[src/rtl/bus_arbiter.sv]
// -----------------------------------------------------------------------------
// bus_arbiter
//
// Round-robin arbiter sharing the CPU's 8-bit internal bus among up to eight
// requesters. The registered slct output drives the 3-bit select of mux_8way,
// so exactly one source's byte reaches the bus at a time. An owner keeps the
// bus until it drops its request, or until it has held the bus for MAX_HOLD
// cycles while another requester is waiting.
//
// Parameters
//   MAX_HOLD  maximum cycles an owner keeps the bus under contention (2..256)
//
// Ports
//   clk      in   1  rising-edge clock
//   reset    in   1  synchronous, active-high reset
//   req      in   8  level-sensitive request lines, bit i = requester i
//   grant    out  8  registered one-hot (or zero) grant
//   slct     out  3  registered index of the current or most recent owner
//   busy     out  1  registered, high while any grant is active
//   preempt  out  1  one-cycle pulse in the first idle cycle after a forced
//                    removal
// -----------------------------------------------------------------------------
module bus_arbiter #(
  parameter int MAX_HOLD = 16
) (
  input  logic       clk,
  input  logic       reset,
  input  logic [7:0] req,
  output logic [7:0] grant,
  output logic [2:0] slct,
  output logic       busy,
  output logic       preempt
);

  localparam int                HOLD_W    = $clog2(MAX_HOLD);
  localparam logic [HOLD_W-1:0] HOLD_LAST = HOLD_W'(MAX_HOLD - 1);

  typedef enum logic {
    IDLE = 1'b0,
    OWN  = 1'b1
  } state_t;

  state_t            r_state;
  logic [7:0]        r_grant;
  logic [2:0]        r_slct;
  logic [2:0]        r_last;
  logic [HOLD_W-1:0] r_hold_cnt;
  logic              r_busy;
  logic              r_preempt;

  state_t            w_nxt_state;
  logic [7:0]        w_nxt_grant;
  logic [2:0]        w_nxt_slct;
  logic [2:0]        w_nxt_last;
  logic [HOLD_W-1:0] w_nxt_hold_cnt;
  logic              w_nxt_preempt;

  logic              w_found;
  logic [2:0]        w_winner;
  logic [2:0]        w_idx;
  logic              w_owner_req;
  logic              w_others;

  // Round-robin search: first set request scanning upward from last+1,
  // wrapping 7->0. The 3-bit add wraps naturally; k=8 revisits last itself.
  always_comb begin
    // NOTE: every signal written here gets a default first, so no path can
    // leave it unassigned and infer a latch.
    w_found  = 1'b0;
    w_winner = r_last;
    w_idx    = '0;
    for (int k = 1; k <= 8; k++) begin
      w_idx = r_last + 3'(k);
      if (!w_found && req[w_idx]) begin
        w_found  = 1'b1;
        w_winner = w_idx;
      end
    end
  end

  // In OWN, slct always holds the owner's index.
  assign w_owner_req = req[r_slct];
  assign w_others    = |(req & ~r_grant);

  always_comb begin
    w_nxt_state    = r_state;
    w_nxt_grant    = r_grant;
    w_nxt_slct     = r_slct;
    w_nxt_last     = r_last;
    w_nxt_hold_cnt = r_hold_cnt;
    w_nxt_preempt  = 1'b0;

    unique case (r_state)
      IDLE: begin
        if (w_found) begin
          w_nxt_state    = OWN;
          w_nxt_grant    = 8'(1) << w_winner;
          w_nxt_slct     = w_winner;
          w_nxt_last     = w_winner;
          w_nxt_hold_cnt = '0;
        end
      end
      OWN: begin
        // Release wins over preempt, so a voluntary drop never pulses preempt.
        if (!w_owner_req) begin
          w_nxt_state = IDLE;
          w_nxt_grant = '0;
        end else if (r_hold_cnt == HOLD_LAST && w_others) begin
          w_nxt_state   = IDLE;
          w_nxt_grant   = '0;
          w_nxt_preempt = 1'b1;
        end else if (r_hold_cnt != HOLD_LAST) begin
          // Saturates so a sole requester can hold indefinitely without wrap.
          w_nxt_hold_cnt = r_hold_cnt + 1'b1;
        end
      end
      default: w_nxt_state = IDLE;
    endcase
  end

  always_ff @(posedge clk) begin
    // NOTE: state registers use non-blocking assignments so every register
    // samples the pre-edge values, independent of statement order.
    if (reset) begin
      r_state    <= IDLE;
      r_grant    <= '0;
      r_slct     <= '0;
      r_last     <= 3'd7;
      r_hold_cnt <= '0;
      r_busy     <= 1'b0;
      r_preempt  <= 1'b0;
    end else begin
      r_state    <= w_nxt_state;
      r_grant    <= w_nxt_grant;
      r_slct     <= w_nxt_slct;
      r_last     <= w_nxt_last;
      r_hold_cnt <= w_nxt_hold_cnt;
      r_busy     <= |w_nxt_grant;
      r_preempt  <= w_nxt_preempt;
    end
  end

  assign grant   = r_grant;
  assign slct    = r_slct;
  assign busy    = r_busy;
  assign preempt = r_preempt;

endmodule
[config.mk]
export PLATFORM = sky130hd
export DESIGN_NAME = bus_arbiter
export DESIGN_NICKNAME = d
export VERILOG_FILES = /design/src/rtl/bus_arbiter.sv
export SDC_FILE = /design/constraint.sdc
export NUM_CORES = 1
export LEC_CHECK = 0
export ABC_AREA = 1
export ABC_CLOCK_PERIOD_IN_PS = 3320
export CELL_PAD_IN_SITES_DETAIL_PLACEMENT = 1
export CELL_PAD_IN_SITES_GLOBAL_PLACEMENT = 1
export CORE_MARGIN = 2
export CORE_UTILIZATION = 39
export CTS_CLUSTER_SIZE = 40
export DETAILED_ROUTE_END_ITERATION = 7
export PLACE_DENSITY = 0.89
export SLEW_MARGIN = 20
export SYNTH_ARGS = -nofsm -noshare
export SYNTH_HDL_FRONTEND = slang
export SYNTH_SLANG_ARGS = --single-unit
[constraint.sdc]
create_clock -name clk -period 3.32 [get_ports clk]
set_clock_uncertainty 0.15 [all_clocks]
set_input_delay 0.996 -clock clk [delete_from_list [all_inputs] [get_ports clk]]
set_output_delay 0.996 -clock clk [all_outputs]
set_load 0.1 [all_outputs]
==> flow_metrics.tcl, run 1 <==
set metrics [dict create \
    syn_nets 326 \
    htreeDepth 1 \
    drt-initial-drc-count 97 \
    std_cell_rows 25 \
    postSynthCellCount 313 \
    crit_slowest_cell "dlygate4sd2_1" \
    setup_tns_ns 0 \
    yosys_warnings 0 \
    drive_above_1_share 0.330 \
    min_period_ns 3.13 \
    tightest_slew_ns 0.503 \
    dp_slack_ns -0.335 \
    avgViaCountPerCell 5.29 \
    hold_viol_final 0 \
    track_usage 0.258 \
    worstPathMaxFanout 5 \
    layout_common_cells "nand2_1, buf_4, inv_1, nand2_2, nand3_1" \
    dieArea_sq_um 5390 \
    fin_crit_sh 0.943 \
    netlist_area_sq_um 1880 \
    place.gp.congestion 0.878 \
    avgSynthCellArea_sq_um 6.00 \
    maxCapViolCount 0 \
    cts_buffers 3 \
    hpwl_microns 5130 \
    fmax_mhz 319 \
    clockBufferDepth 2 \
    place_area_sq_um 2360 \
    ys_seq_area_frac 0.224 \
    crit_family "simple AND/OR/NAND/NOR gates" \
    synth-seq-cells 21 \
    path_clk_slew_ns 0.09 \
    tritoncts "done" \
    clock-sinks 21 \
    start_util 0.401 \
    hold_class "register to register" \
    n_fill_cell 658 \
    path_class "primary input to register" \
    grt_max_degree 16 \
    area_growth_pct 33.7 \
    antenna_cells 0 \
    design_area_sq_um 2510 \
    core_area_sq_um 4690 \
    io_pins 23 \
    maxSlewViolCount 0 \
    crit_top_cell "nand2_1" \
    wire_per_inst_microns 15.5 \
    worstPathCellList "dlygate4sd2_1 -> nand2_1 -> nand3_1 -> nand2_2 -> nand2_1 -> nand2_2 -> nand3_2 -> nor2_4 -> nand4_4 -> inv_4 -> nand2_1 -> nand2_2 -> nor2_2 -> nand3_1 -> nand2_1 -> nand2_1 -> nand2_1 -> nor2_1 -> nand2_1 -> nor2_1 -> nor2_1" \
    cp_data_arrival_time_ns 3.14 \
    layout_commonest_cell "nand2_1" \
    cp-start-kind "primary input" \
    max-slew-margin-rel 0.664 \
    firstDrtPassIters 4 \
    io_buffers 22 \
    worst_slack_ns 0.188 \
    crit_required_ns 3.33 \
    slowest_delay_ns 0.29 \
    drt-total-wl_microns 6620 \
    setup_viol 0 \
    antenna_left 0 \
    status "complete, no violations" \
    ys_types 35 \
    via_count 2258 \
    grt_antenna_before_repair 0 \
    drc 0 \
    die_w_microns 73.4 \
    layout.nets 387 \
    grt_pass1_wl_microns 10900 \
    overflow 0 \
    ctsHoldBuffers 0 \
    die_h_microns 73.4 \
    cts_root_buffer "clkbuf_8" \
    critPathCaptureType "register" \
    clock_latency_ns 0.27 \
    grt_pass1_vias 2357 \
    path_buf_inv 2 \
]
==> through the flow <==
stage	std cells	utilization	hold WS (ns)
global placement	419	0.503	0.328
CTS	425	0.517	0.351
detailed placement	419	0.503	0.337
global route	427	0.535	0.378
finish	427	0.535	0.350
floorplan	313	-	0.318
==> worst min-delay path: stages (launching register included) <==
cell and delay (ns):
dfxtp_1 0.34, nand2_1 0.07, a21oi_1 0.05
==> final timing paths <==
check                                   from                    endpoint  cells after the start  slack (ns)
setup / recovery                      req[7]             busy$_SDFF_PP0_                     21        0.19
hold / removal    r_hold_cnt[1]$_SDFFE_PP0P_  r_hold_cnt[1]$_SDFFE_PP0P_                      2        0.35
setup reg to reg      r_last[0]$_SDFFE_PP1P_             busy$_SDFF_PP0_                     22        0.28
hold reg to reg   r_hold_cnt[1]$_SDFFE_PP0P_  r_hold_cnt[1]$_SDFFE_PP0P_                      2        0.35
==> metal layers <==
| layer | GRT usage | vias up | part of all wire |
|---|---|---|---|
| met5 | 0 | - | 0 |
| met4 | 0.0828 | 0 | 0.020 |
| met3 | 0.0233 | 14 | 0.024 |
| met2 | 0.483 | 39 | 0.53 |
| met1 | 0.305 | 1074 | 0.43 |
| li1 | - | 1131 | - |
==> cells by family after synthesis <==
| logic type | Yosys count | synth area share |
|---|---|---|
| AND/OR/NAND/NOR | 199 | 0.495 |
| flip-flops | 21 | 0.224 |
| buffers and inverters | 41 | 0.0959 |
| AO/OA/AOI/OAI | 45 | 0.139 |
| XOR/XNOR | 4 | 0.0266 |
| adder cells (fa/ha/maj) | 3 | 0.0200 |
==> sequential cells by signal, indices dropped and copies added, names as in the netlist <==
| register | count |
|---|---|
| grant | 8 |
| r_state | 1 |
| r_last | 3 |
| busy | 1 |
| preempt | 1 |
| r_hold_cnt | 4 |
| slct | 3 |
==> Yosys cell counts (all sizes together) <==
cell,n,area share
nand2,130,0.28
nand3,36,0.12
inv,33,0.066
nor2,27,0.066
dfxtp,21,0.22
o21ai,18,0.048
a21oi,17,0.045
buf,4,0.019
nand4,4,0.021
ha,3,0.020
o211ai,3,0.012
xor2,3,0.022
a221oi,2,0.0093
a31oi,2,0.010
clkbuf,2,0.0060
clkinv,2,0.0053
a211oi,1,0.0067
nand3b,1,0.0040
nor3,1,0.0027
o221ai,1,0.0047
o22ai,1,0.0033
xnor2,1,0.0047
==> area by class of cell <==
cell class              count  area, sq um  area share
clock inverters             1         7.51     0.00299
inverters                  35          138      0.0548
repair buffers             62          480       0.191
well taps                  54         67.6      0.0269
clock buffers               3         41.3      0.0164
flip-flops and latches     21          420       0.167
multi-input cells         251         1360       0.540
==> what timing repair did <==
item / CTS / global route
pin swaps: 6 / 14
endpoints found under the setup margin: 4 / 12
gates resized for setup: 10 / 30
setup buffers: 2 / 2
Power of run 1 is left out: the tool's default activity adds up to more than one toggle a clock period on the data nets, which glitch-free logic cannot reach.
==> inputs of run 2 (changes only) <==
--- a/config.mk
+++ b/config.mk
@@ -9,10 +9,12 @@
 export ABC_CLOCK_PERIOD_IN_PS = 3320
 export CELL_PAD_IN_SITES_DETAIL_PLACEMENT = 1
 export CELL_PAD_IN_SITES_GLOBAL_PLACEMENT = 1
+export CORE_ASPECT_RATIO = 1.5
 export CORE_MARGIN = 2
 export CORE_UTILIZATION = 39
 export CTS_CLUSTER_SIZE = 40
 export DETAILED_ROUTE_END_ITERATION = 7
+export GPL_ROUTABILITY_DRIVEN = 0
 export PLACE_DENSITY = 0.89
 export SLEW_MARGIN = 20
 export SYNTH_ARGS = -nofsm -noshare
==> flow_metrics.tcl, run 2 (synthesis gave the netlist of run 1 again) <==
set metrics [dict create \
    core_area_sq_um 4580 \
    slowest_delay_ns 0.29 \
    fmax_mhz 319 \
    antenna_cells 0 \
    die_w_microns 60.7 \
    grt_antenna_before_repair 0 \
    layout.nets 395 \
    drive_above_1_share 0.365 \
    overflow 0 \
    hold_viol_final 0 \
    start_util 0.410 \
    hpwl_microns 5440 \
    min_period_ns 3.14 \
    clock-sinks 21 \
    layout_common_cells "nand2_1, buf_4, nand2_2" \
    io_buffers 22 \
    firstDrtPassIters 4 \
    drt-total-wl_microns 7280 \
    tritoncts "done" \
    hold_class "register to register" \
    crit_slowest_cell "dlygate4sd2_1" \
    tightest_slew_ns 0.501 \
    maxSlewViolCount 0 \
    fin_crit_sh 0.945 \
    worstPathMaxFanout 4 \
    area_growth_pct 37.1 \
    wire_per_inst_microns 16.4 \
    grt_pass1_wl_microns 11400 \
    std_cell_rows 30 \
    layout_commonest_cell "nand2_1" \
    fin_util 0.563 \
    dp_slack_ns -0.336 \
    status "complete, no violations" \
    grt_max_degree 14 \
    crit_required_ns 3.34 \
    drt-initial-drc-count 77 \
    critPathCaptureType "register" \
    drc 0 \
    dieArea_sq_um 5400 \
    setup_viol 0 \
    worst_slack_ns 0.182 \
    grt_pass1_vias 2518 \
    cts_buffers 3 \
    ctsHoldBuffers 0 \
    via_count 2373 \
    clockBufferDepth 2 \
    cp-start-kind "primary input" \
    max-slew-margin-rel 0.666 \
    htreeDepth 1 \
    worstPathCellList "dlygate4sd2_1 -> nand2_2 -> nand3_2 -> nand2_2 -> nand2_1 -> nand2_2 -> nand3_2 -> nor2_4 -> nand3_2 -> nor2_2 -> nand2_2 -> nand3_1 -> o21ai_1 -> nand2_1 -> nand2_1 -> nor2_1 -> nand2_1 -> nor2_1 -> nor2_1" \
    avgViaCountPerCell 5.33 \
    antenna_left 0 \
    die_h_microns 89.0 \
    path_clk_slew_ns 0.09 \
    largest_reg_flops 8 \
    cts_root_buffer "clkbuf_8" \
    io_pins 23 \
    clock_latency_ns 0.27 \
    track_usage 0.278 \
    maxCapViolCount 0 \
    path_class "primary input to register" \
    cp_data_arrival_time_ns 3.16 \
]
==> run 2: changes by cell type in the layout (fill, tap and decap cells not counted), moves of 2 or more <==
cell | before | now
clkbuf_2 | 2 | 6
dlymetal6s2s_1 | 2 | 0
buf_4 | 53 | 61
nand2_2 | 25 | 29
nand2_1 | 103 | 99
==> run 2: timing repair <==
action,CTS,global route
pin swaps,5,21
setup buffers,3,6
resized for setup,12,39
setup endpoints to repair,2,2
==> run 2: layer usage <==
metal | GRT usage | wire length, microns | vias to the layer above
met5 | 0 | 0 | -
met4 | 0.0929 | 191 | 0
met3 | 0.0347 | 196 | 18
met2 | 0.536 | 4100 | 52
met1 | 0.299 | 2790 | 1158
li1 | - | - | 1145
==> run 2: critical path, delay by kind of cell <==
| kind | cells | cell delay (ns) |
|---|---|---|
| AND/OR/NAND/NOR | 17 | 1.75 |
| buffers and inverters | 1 | 0.29 |
| AO/OA/AOI/OAI | 1 | 0.11 |
==> run 2: path summary, 6_finish.rpt <==
check	cells after the start	from	endpoint	slack (ns)
worst max-delay path	19	req[5]	busy$_SDFF_PP0_	0.18
worst min-delay path	2	r_hold_cnt[1]$_SDFFE_PP0P_	r_hold_cnt[1]$_SDFFE_PP0P_	0.35
worst max register to register	20	r_last[1]$_SDFFE_PP1P_	busy$_SDFF_PP0_	0.21
worst min register to register	2	r_hold_cnt[1]$_SDFFE_PP0P_	r_hold_cnt[1]$_SDFFE_PP0P_	0.35
==> run 2: final cells by class <==
type | count | area [sq um]
Clock buffer | 3 | 41.3
Inverter | 35 | 135
Clock inverter | 1 | 7.51
Fill cell | 648 | 2000
Timing Repair Buffer | 70 | 517
Multi-Input combinational cell | 251 | 1380
Tap cell | 64 | 80.1
Sequential cell | 21 | 420
==> run 2: per-stage QoR <==
step           hold slack, ns  TNS, ns  cells  instance area [sq um]
2_1_floorplan           0.318        0    313                   1880
3_3_place_gp            0.332    -2.38    432                   2390
3_5_place_dp            0.341    -3.79    432                   2390
4_1_cts                 0.356        0    439                   2460
5_1_grt                 0.366  -0.0576    445                   2580
6_report                0.354        0    445                   2580
Power of run 2 is left out for the same reason.
